===== config.mk =====
export PLATFORM = sky130hd
export DESIGN_NAME = inst_fetch
export DESIGN_NICKNAME = d
export VERILOG_FILES = /design/src/rtl/inst_fetch.sv
export SDC_FILE = /design/constraint.sdc
export NUM_CORES = 1
export LEC_CHECK = 0
export ABC_CLOCK_PERIOD_IN_PS = 4550
export BUFFER_PORTS_ARGS = -buffer_cell sky130_fd_sc_hd__buf_2
export CAP_MARGIN = 10
export CORE_MARGIN = 3
export CORE_UTILIZATION = 30
export CTS_CLUSTER_DIAMETER = 80
export DETAILED_ROUTE_END_ITERATION = 16
export GPL_TIMING_DRIVEN = 0
export PLACE_DENSITY_LB_ADDON = 0.1
export SLEW_MARGIN = 20
export SYNTH_ARGS = -nofsm -noshare
export SYNTH_HDL_FRONTEND = slang
export SYNTH_SLANG_ARGS = --single-unit

===== constraint.sdc =====
create_clock -name clock -period 4.55 [get_ports clock]
set_input_delay 0.2275 -clock clock [delete_from_list [all_inputs] [get_ports clock]]
set_output_delay 0.2275 -clock clock [all_outputs]
set_load 0.1 [all_outputs]

===== src/rtl/inst_fetch.sv =====
// Instruction fetch: owns the PC, drives the imem address and pairs each returned word with its PC.
// Latency: a word appears the cycle after its address is issued; one instruction per cycle sustained.
// Backpressure: stall with a valid output freezes the output and re-reads the same word; redirect overrides.
module inst_fetch #(
    parameter int ADDR_WIDTH = 10,
    parameter int DATA_WIDTH = 32,
    parameter int PC_STEP    = 4,
    parameter int RESET_ADDR = 0
) (
    input  logic                  clock,
    input  logic                  reset,
    input  logic                  stall,
    input  logic                  redirect,
    input  logic [ADDR_WIDTH-1:0] redirect_addr,
    output logic [ADDR_WIDTH-1:0] mem_address,
    output logic                  mem_wren,
    output logic [DATA_WIDTH-1:0] mem_data,
    input  logic [DATA_WIDTH-1:0] mem_q,
    output logic [DATA_WIDTH-1:0] instr,
    output logic [ADDR_WIDTH-1:0] instr_pc,
    output logic                  instr_valid,
    output logic [31:0]           fetch_count
);

    localparam logic [ADDR_WIDTH-1:0] RESET_PC = ADDR_WIDTH'(RESET_ADDR);
    localparam logic [ADDR_WIDTH-1:0] STEP     = ADDR_WIDTH'(PC_STEP);

    logic [ADDR_WIDTH-1:0] fetch_pc;
    logic                  hold;
    logic                  handoff;

    // Stall only bites once something is on display, so the pipe can fill.
    assign hold    = stall & instr_valid;
    assign handoff = instr_valid & ~stall;

    assign mem_wren = 1'b0;
    assign mem_data = '0;
    assign instr    = mem_q;

    // Holding re-reads instr_pc so mem_q keeps showing the same word.
    always_comb begin
        mem_address = fetch_pc;
        if (reset)
            mem_address = RESET_PC;
        else if (redirect)
            mem_address = redirect_addr;
        else if (hold)
            mem_address = instr_pc;
    end

    always_ff @(posedge clock) begin
        if (reset) begin
            fetch_pc    <= RESET_PC;
            instr_pc    <= '0;
            instr_valid <= 1'b0;
            fetch_count <= '0;
        end else begin
            if (handoff)
                fetch_count <= fetch_count + 32'd1;
            if (redirect) begin
                instr_pc    <= redirect_addr;
                instr_valid <= 1'b1;
                fetch_pc    <= redirect_addr + STEP;
            end else if (!hold) begin
                instr_pc    <= fetch_pc;
                instr_valid <= 1'b1;
                fetch_pc    <= fetch_pc + STEP;
            end
        end
    end

endmodule

# Word level (Yosys, flattened, before mapping)
# Index checks and enable logic that the tools add are counted.
[classes] bitwise=3 n_reduce_logical=0 shift=0 n_lt_le_gt_ge=0 multipliers=0 n_mux=7 add_sub_neg=3 eq_ne=1 div=0
[ops] cell="$mux 10" n=5
[ops] cell="$add 32x1->32 const B" n=1
[ops] cell="$add 10x3->10 const B" n=2
[ops] cell="$and 1x1->1" n=2
[ops] cell="$mux 1" n=2
[ops] cell="$ne 2x2->1 const B" n=1
[ops] cell="$not 1->1" n=1
[word_totals] regBits=53 mem_count=0 out_inout_bits=118 wordCells=18 ram_bits=0 latch_bits=0 rom_bits=0

# Depth between registers and ports, before layout
# Gate-level depths: netlist (run 1).
[depth] word_depth=4 mapped_depth=10

# Worst setup path before layout (run 1)
# Ideal clock, no wire load.
[synth_timing] kind="reg-to-reg" from="register instr_valid" to="register instr_pc[6]" required_time_ns=4.165 setup_time_ns=0.385 arrival_time_ns=3.999 slack_ns=0.166 stages_incl_launch_ff=6 synth_period_minus_slack_ns=4.384 cell_sequence="dfxtp_1 -> buf_2 -> nand2_1 -> buf_2 -> nand2_1 -> a311oi_1"
[synth_via] elab_chain_cells=4
[synth_lines] element="start, declared" line="21" source="output logic instr_valid,"
[synth_lines] element="start signal, assigned" line="55" source="instr_valid <= 1'b0;"
[synth_lines] element="start signal, assigned" line="62" source="instr_valid <= 1'b1;"
[synth_lines] element="start signal, assigned" line="66" source="instr_valid <= 1'b1;"
[synth_lines] element="$and 1x1->1" line="33" source="assign hold = stall & instr_valid;"
[synth_lines] element="$mux 10 (3 in a row)"
[synth_lines] element="net mem_address[6]" line="15" source="output logic [ADDR_WIDTH-1:0] mem_address,"
[synth_lines] element="end signal, assigned" line="61" source="instr_pc <= redirect_addr;"
[synth_lines] element="end signal, assigned" line="65" source="instr_pc <= fetch_pc;"
[synth_lines] element="end, declared" line="20" source="output logic [ADDR_WIDTH-1:0] instr_pc,"
# The timed path passes the listed nets, and every way through them passes these cells.
# A chain may end at the register's enable or synchronous reset.

# Worst setup path after layout (run 1)
[layout_timing] from="register instr_valid" to="output mem_address[3]"
[layout_via] elab_chain_cells=4
[layout_lines] element="$and 1x1->1" line="33"
[layout_lines] element="$mux 10" line="47" source="else if (hold)"
[layout_lines] element="$mux 10 (2 in a row)"
[layout_lines] element="end, declared" line="15"
# Every way passes these cells.

==> summary.md, run 1 <==
| Metric | Value |
|---|---|
| Core area | `10,400 sq um` |
| Minimum clock period | `2.59 ns` |
| Die H | `~110 um` |
| Part of the Yosys area used for sequential elements | `between 30% and 40%` |
| Worst EP required | `4.32 ns` |
| Drt drc | `0` |
| Final Wtd Congestion | `between 0.8 and 0.9` |
| Final ANT Viol Nets | `0` |
| Worst-skew pair later-pin latency | `0.30 ns` |
| Clock Sinks | `53` |
| Post-synth ARST share | `0%` |
| Via count | `around 3,000` |
| Fmax | `387 MHz` |
| Power density cells | `308 nW/um^2` |
| H-tree depth | `2` |
| Post-CTS Setup Inserts | `0` |
| Clk_skew | `roughly 0.0075 ns` |
| Total Wirelength | `8.78 mm` |
| Root buffer selected by CTS | `clkbuf_8` |
| First DRT Iteration DRCs | `102` |
| Dpl cells | `roughly 650` |
| Reported leakage power | `1.92 nW` |
| Status | `finished, final reports clean` |
| Layout cell share with drive strength beyond 1 | `between 30% and 40%` |
| Core Rows | `37` |
| Antenna violations before repair | `0` |
| Top FF cell, synth | `dfxtp_1` |
| Avg Synthesized Cell Area | `8.38 sq um` |
| First-pass DRT Iterations | `4` |
| Die W | `109 um` |
| Synth unique cells | `48` |
| Post-CTS Resized | `0` |
| Largest net degree at the start of global routing | `15` |
| Finished Layout Cells | `653` |
| Overflow left after global routing | `0` |
| Worst-Margin Slew | `0.606 ns` |
| Final period util | `56.8%` |
| Synth Instances | `382` |
| Placed inst area | `3970 sq um` |
| Synthesized area | `3200 sq um` |
| CTS tree | `yes` |
| Number of synthesized flops with an enable pin | `0` |
| Wire length per cell | `13.4 um` |
| Worst Slack Setup Final | `a little under 2 ns` |
| Nets | `565` |
| Fin util | `39.1%` |
| Slew headroom | `59.6%` |
| Worst slack, placed | `1.89 ns` |
| Detailed placement HPWL | `6.62 mm` |
| Crit. End Element | `output port` |
| ANT cells | `0` |
| #FFs+latches synth | `53` |
| Setup_tns | `0 ns` |
| Max-cap violations | `0` |
| Final instance area | `4060 sq um` |
| Crit-path max FO | `10` |
| Kind of critical path | `reg2out` |
| VDD IR max | `0.126 mV` |
| Clock slew at reported path FFs | `~0.1 ns` |
| Initial core utilization | `30.9%` |
| Vias in the first global route | `2,573` |
| Unrepaired setup endpoints after global routing | `false` |
| Critical Path AT | `approximately 2.4 ns` |
| Final setup viols | `0` |
| Max Buffers Root-to-Sink | `2` |
| Gr usage total | `14.0%` |
| Die area | `between 10,000 and 15,000 sq um` |
| Fin. max-slew vios | `0` |
| Total CTS buffers | `5` |
| HP Class | `in2reg` |
| Synthesis-to-layout area growth | `26.8%` |
| Via-to-Cell Ratio | `4.64` |
| Final hold violations | `0` |
| Port Buf Inserts | `96` |
| IO Count | `164` |
| First-pass GRT wire length | `13.1 mm` |
| Cts-stage hold buffer count | `0` |
| Ys Warns | `0` |
| Startpoint types | `register` |
## logic make-up after synthesis
kind of cell / share of synthesized area (%)
other cells: 0.117
xor+xnor: 4.10
flops: 33.1
fa+ha+maj: 0.781
mux: 6.21
buf+inv: 19.2
compound gates: 13.3
simple gates: 23.1
## layer usage
layer / GRT usage [%] / wire, um
met5: 0 / 0
met1: 18.8 / 4030
met3: 2.64 / 695
met4: 3.29 / 101
met2: 23.2 / 3950
## sequential cells by signal, summed over array words and instances, names as in the netlist
signal	count
fetch_count	32
instr_valid	1
instr_pc	10
fetch_pc	10
## cell usage after synthesis, types with 2 or more instances
cell / instances / area share [%]
buf_1: 3 / 0.35
and2_1: 5 / 0.98
o21a_1: 4 / 0.94
buf_2: 6 / 0.94
a311oi_1: 3 / 0.82
or3_1: 5 / 0.98
buf_4: 66 / 15
mux2_2: 7 / 2.5
or4_1: 8 / 1.9
nor4_1: 5 / 0.98
o41ai_1: 3 / 0.82
nand4_1: 9 / 1.8
ha_1: 2 / 0.78
nand3b_1: 3 / 0.70
and3_1: 4 / 0.78
clkbuf_1: 6 / 0.70
nor3_1: 5 / 0.78
o311ai_0: 3 / 0.82
xnor2_1: 6 / 1.6
a222oi_1: 2 / 0.63
xor2_1: 9 / 2.5
dfxtp_1: 53 / 33
inv_1: 12 / 1.4
nor2_1: 28 / 3.3
nand2_1: 26 / 3.0
o21ai_0: 12 / 1.9
a211oi_1: 3 / 0.70
o31ai_1: 8 / 1.9
mux2i_1: 12 / 3.8
and4_1: 3 / 0.82
or2_2: 3 / 0.59
a21oi_1: 19 / 3.0
nor2b_1: 6 / 1.2
nand3_1: 19 / 3.0
## placed cells by master, fill, tap and decap left out, drive strengths merged, types with 3 or more instances in the layout
| master | instances |
|---|---|
| buf | 172 |
| dfxtp | 53 |
| conb | 33 |
| nor2 | 28 |
| nand2 | 26 |
| nand3 | 19 |
| a21oi | 19 |
| clkbuf | 13 |
| inv | 12 |
| o21ai | 12 |
| mux2i | 12 |
| nand4 | 10 |
| xor2 | 9 |
| o31ai | 8 |
| or4 | 8 |
| mux2 | 7 |
| xnor2 | 6 |
| nor2b | 6 |
| and2 | 5 |
| nor3 | 5 |
| or3 | 5 |
| nor4 | 5 |
| o21a | 4 |
| and3 | 4 |
| nand3b | 4 |
| a311oi | 3 |
| and4 | 3 |
| a211oi | 3 |
| or2 | 3 |
| o311ai | 3 |
| o41ai | 3 |
## stage by stage
step	power [mW]	hold WS (ns)
floorplan	0.927	0.379
global placement	0.981	0.446
finish	1.25	0.198
detailed placement	0.982	0.454
global route	1.31	0.196
CTS	1.27	0.175
## worst max-delay path: stages, from the launching register on
cell and delay (ns):
dfxtp_1 0.33, buf_2 0.22, nand2_1 0.30, buf_2 0.31, mux2i_1 0.14, o21a_1 0.17, nor2_1 0.12, buf_2 0.46
## report_power, final
part | switching (mW) | internal, mW
Sequential | 0.0131 | 0.478
Combinational | 0.392 | 0.0873
Clock | 0.160 | 0.122
Total | 0.565 | 0.687
## path summary, 6_finish.rpt
| path | start | end | slack, ns | cells after the start |
|---|---|---|---|---|
| hold / removal | redirect_addr[1] | fetch_pc[1] | 0.20 | 3 |
| setup reg to reg | fetch_pc[2] | fetch_pc[8] | 2.60 | 7 |
| hold reg to reg | fetch_pc[1] | fetch_pc[1] | 0.47 | 2 |
| setup / recovery | instr_valid | mem_address[3] | 1.96 | 7 |
## final cells by class
| class | instances | area [sq um] |
|---|---|---|
| Buffer | 82 | 571 |
| Tap cell | 136 | 170 |
| Fill cell | 1094 | 6310 |
| Inverter | 12 | 45.0 |
| Multi-Input combinational cell | 267 | 1650 |
| Clock buffer | 7 | 86.3 |
| Sequential cell | 53 | 1060 |
| Timing Repair Buffer | 96 | 480 |
Power figures use the tool's default switching activity.
==> inputs of run 2 (changes only) <==
--- a/config.mk
+++ b/config.mk
@@ -5,7 +5,8 @@
 export SDC_FILE = /design/constraint.sdc
 export NUM_CORES = 1
 export LEC_CHECK = 0
-export ABC_CLOCK_PERIOD_IN_PS = 4550
+export ABC_AREA = 1
+export ABC_CLOCK_PERIOD_IN_PS = 2420
 export BUFFER_PORTS_ARGS = -buffer_cell sky130_fd_sc_hd__buf_2
 export CAP_MARGIN = 10
 export CORE_MARGIN = 3
==> constraint.sdc (replaced) <==
create_clock -name clock -period 2.42 [get_ports clock]
set_input_delay 0.121 -clock clock [delete_from_list [all_inputs] [get_ports clock]]
set_output_delay 0.121 -clock clock [all_outputs]
set_load 0.1 [all_outputs]
==> run 2 against run 1 <==
Via count up 5.4%. Core utilization up 1.9 points. Sequential power up 86%. Hold slack worse by 0.097 ns. Clock skew up 0.0041 ns. Synthesized cell count up 25%. Power up 87%. Clock power up 82%. Synthesized area down 0.74%. Non-clock buffer count down 7.
==> summary.md, run 2 <==
| Metric | Value |
|---|---|
| Clock Sinks | `53 (unchanged)` |
| Crit-path max FO | `10 (unchanged)` |
| Pint | `1.26 mW (was 0.687 mW)` |
| Largest register by flop count | `fetch_count (unchanged)` |
| Max-cap violations | `0 (unchanged)` |
| Overflow left after global routing | `0 (unchanged)` |
| Yosys top cell area share | `33.4% (was 33.1%)` |
| Gr usage total | `13.8% (was 14.0%)` |
| Synthesized area | `3180 sq um (was 3200 sq um)` |
| Slew headroom | `40.6% (was 59.6%)` |
| Buf+Inv Stages, Crit Path | `3 (unchanged)` |
| First-pass GRT wire length | `13.2 mm (was 13.1 mm)` |
| Via-to-Cell Ratio | `4.28 (was 4.64)` |
| Power density cells | `569 nW/um^2 (was 308 nW/um^2)` |
| Critical path, cell by cell | `nand2_1, nor2_4, inv_1, buf_2, nand2_1, o21ai_0, a21oi_4, buf_4 (was buf_2, nand2_1, buf_2, mux2i_1, o21a_1, nor2_1, buf_2)` |
| Delay-heaviest family, CP | `buffers and inverters (unchanged)` |
| Fmax | `454 MHz` |
| Nets | `660 (was 565)` |
| Wire length per cell | `11.1 um (was 13.4 um)` |
| Post-synth ARST share | `0% (unchanged)` |
| Ys Warns | `0 (unchanged)` |
| Core area | `10,000 sq um (was 10,400 sq um)` |
| Combinational power share | `39.2% (was 38.3%)` |
| Initial core utilization | `31.6% (was 30.9%)` |
| Final ANT Viol Nets | `0 (unchanged)` |
| Port Buf Inserts | `96 (unchanged)` |
| Crit. End Element | `output port (unchanged)` |
| Worst R2R Setup Slack | `0.65 ns (was 2.60 ns)` |
| Synthesis-to-layout area growth | `29.6% (was 26.8%)` |
| Die W | `109 um (about the same)` |
| CTS tree | `yes (unchanged)` |
| Die H | `109 um (about the same)` |
| Synth top cells by count | `nand2_1 (109), buf_4 (66), nor2_1 (65) (was buf_4 (66), dfxtp_1 (53), nor2_1 (28))` |
| Final hold violations | `0 (unchanged)` |
| Worst Reg-to-Reg Cells | `8 (was 7)` |
| Count leader, synth | `nand2_1 (was buf_4)` |
| Post-CTS Setup Inserts | `0 (unchanged)` |
| Worst-Margin Slew | `0.891 ns (was 0.606 ns)` |
| Dominant cells by area after synthesis | `dfxtp_1 (33%), buf_4 (16%), nand2_1 (13%), nor2_1 (7.7%), inv_1 (5.6%) (was dfxtp_1 (33%), buf_4 (15%), mux2i_1 (3.8%), nor2_1 (3.3%), nand2_1 (3.0%))` |
| Drt drc | `0 (unchanged)` |
| Die area | `11,900 sq um (about the same)` |
| Cts-stage hold buffer count | `0 (unchanged)` |
| Root buffer selected by CTS | `clkbuf_8 (unchanged)` |
| Worst r2r dst | `fetch_count[14] (was fetch_pc[8])` |
| FF-to-FF Start | `fetch_count[1] (was fetch_pc[2])` |
| Largest register FFs | `32 (unchanged)` |
| HP Class | `in2reg (unchanged)` |
| Largest net degree at the start of global routing | `17 (was 15)` |
| Total Wirelength | `8.29 mm (was 8.78 mm)` |
| Cell mode on critical path | `nand2_1 (was buf_2)` |
| Setup_tns | `0 ns (unchanged)` |
| Final Wtd Congestion | `0.823 (was 0.822)` |
| ANT cells | `0 (unchanged)` |
| Kind of critical path | `reg2out (unchanged)` |
| Largest registers | `fetch_count: 32 flops, fetch_pc: 10 flops, instr_pc: 10 flops (unchanged)` |
| Unrepaired setup endpoints after global routing | `false (unchanged)` |
| Worst EP required | `2.30 ns (was 4.32 ns)` |
| Number of synthesized flops with an enable pin | `0 (unchanged)` |
| Layout cell share with drive strength beyond 1 | `32.6% (was 36.6%)` |
| Top FF cell, synth | `dfxtp_1 (unchanged)` |
| Fin Hold WS | `0.102 ns (was 0.198 ns)` |
| Critical Path AT | `2.08 ns (was 2.36 ns)` |
| Most common cell after layout, fill and taps aside | `nand2_1 (was buf_2)` |
| CP max stage delay | `0.35 ns (was 0.46 ns)` |
| Antenna violations before repair | `0 (unchanged)` |
| First DRT Iteration DRCs | `88 (was 102)` |
| Status | `finished, final reports clean (unchanged)` |
| Detailed placement HPWL | `6.62 mm (about the same)` |
| Hold path start | `redirect_addr[9] (was redirect_addr[1])` |
| Avg Synthesized Cell Area | `6.66 sq um (was 8.38 sq um)` |
| Clk_skew | `0.0116 ns (was 0.00752 ns)` |
| Synth unique cells | `32 (was 48)` |
| Vias in the first global route | `2,804 (was 2,573)` |
| Part of the Yosys area used for sequential elements | `33.4% (was 33.1%)` |
| Psw | `1.08 mW (was 0.565 mW)` |
| Worst-skew pair later-pin latency | `0.31 ns (was 0.30 ns)` |
| Top cell type by total area after synthesis | `dfxtp_1 (unchanged)` |
| Hold depth | `3 (unchanged)` |
| Max Buffers Root-to-Sink | `2 (unchanged)` |
| Crit-path slowest cell | `dfxtp_2 (was buf_2)` |
| Post-CTS Resized | `0 (unchanged)` |
| Total CTS buffers | `5 (unchanged)` |
| IO Count | `164 (unchanged)` |
| VDD IR max | `0.291 mV (was 0.126 mV)` |
| Clock slew at reported path FFs | `0.09 ns (was 0.10 ns)` |
| #FFs+latches synth | `53 (unchanged)` |
| Fin. max-slew vios | `0 (unchanged)` |
| Synth Instances | `477 (was 382)` |
| First-pass DRT Iterations | `4 (unchanged)` |
| Core Rows | `36 (was 37)` |
| Most frequent cells in the layout | `nand2_1 (109), buf_2 (98), buf_4 (67) (was buf_2 (102), buf_4 (66), dfxtp_1 (53))` |
| Clock network power share | `21.8% (was 22.5%)` |
| Reported leakage power | `2.04 nW (was 1.92 nW)` |
| H-tree depth | `2 (unchanged)` |
| Minimum clock period | `2.20 ns` |
| Sw Share | `46.2% (was 45.1%)` |
| Final period util | `about nine tenths` |
| Share of power burned in registers | `39.0% (was 39.2%)` |
| Via count | `3,196 (was 3,033)` |
| Hold EP | `instr_pc[9] (was fetch_pc[1])` |
| Final setup viols | `0 (unchanged)` |
| Startpoint types | `register (unchanged)` |
==> run 2: changes by cell type in the layout (fill, tap and decap cells not counted), moves of 6 or more <==
cell,change
o31ai_1,-8
nand2_1,+83
mux2i_1,-12
inv_1,+35
xor2_1,-7
a21oi_1,+6
a21oi_4,+6
nor2b_1,-6
or4_1,-8
o21ai_0,+12
nor2_1,+37
mux2_2,-7
==> run 2: cell type report <==
cell class                      instances  area (sq um)
Timing Repair Buffer                   96           483
Sequential cell                        53          1060
Clock buffer                            5          68.8
Tap cell                              133           166
Fill cell                            1098          5930
Buffer                                 75           548
Multi-Input combinational cell        332          1590
Inverter                               49           184
Clock inverter                          3          17.5
==> run 2: how the worst max path moves through the flow <==
| stage | from | end | slack, ns | cells past startpoint |
|---|---|---|---|---|
| 2_1_floorplan | instr_valid | instr_pc[5] | 0.05 | 7 |
| 3_3_place_gp | instr_valid | mem_address[5] | 0.38 | 8 |
| 3_5_place_dp | instr_valid | mem_address[5] | 0.37 | 8 |
| 4_1_cts | instr_valid | mem_address[5] | 0.03 | 8 |
| 5_1_grt | instr_valid | mem_address[5] | 0.01 | 8 |
| 6_report | instr_valid | mem_address[5] | 0.22 | 8 |
==> run 2: routing by layer <==
layer / global-route usage [%] / part of all wire [%]
met3: 2.55 / 8.6
met1: 17.3 / 43
met5: 0 / 0
met4: 3.79 / 1.1
met2: 24.2 / 47
==> run 2: cell families (layout without fill, tap and decap cells) <==
group | Yosys count | count (layout) | share of synthesized area, %
buffers and inverters | 124 | 228 | 23.0
XOR/XNOR | 3 | 3 | 0.827
flip-flops | 53 | 53 | 33.4
AND/OR/NAND/NOR | 228 | 228 | 31.1
AO/OA/AOI/OAI | 66 | 66 | 10.7
other | 1 | 33 | 0.118
adder cells (fa/ha/maj) | 2 | 2 | 0.787
==> run 2: power by group through the flow <==
stage                     Combinational (mW)  Clock (mW)  Sequential (mW)
after floorplan                        0.721           0             1.04
after global placement                 0.916           0            0.933
after detailed placement               0.919           0            0.933
after CTS                              0.919       0.535            0.914
after global routing                   0.957       0.571            0.917
final                                  0.918       0.512            0.913
==> run 2: worst reg2reg max path, stage by stage, from the launching register on <==
cell and delay, ns:
dfxtp_1 0.40, ha_1 0.19, nand2_1 0.10, nor2_1 0.18, nand2_1 0.12, nor2_1 0.30, nand3_1 0.16, o21ai_0 0.17
a21oi_1 0.05
==> run 2: metrics by stage <==
stage / instance area (sq um) / power [mW] / std cells / worst slack, ns / util [%]
floorplan: 3380 / 1.76 / 509 / 0.0492 / -
global placement: 4030 / 1.85 / 738 / 0.380 / 40.1
detailed placement: 4030 / 1.85 / 738 / 0.374 / 40.1
CTS: 4120 / 2.37 / 746 / 0.0330 / 41.0
global route: 4120 / 2.45 / 746 / 0.0108 / 41.0
finish: 4120 / 2.34 / 746 / 0.217 / 41.0
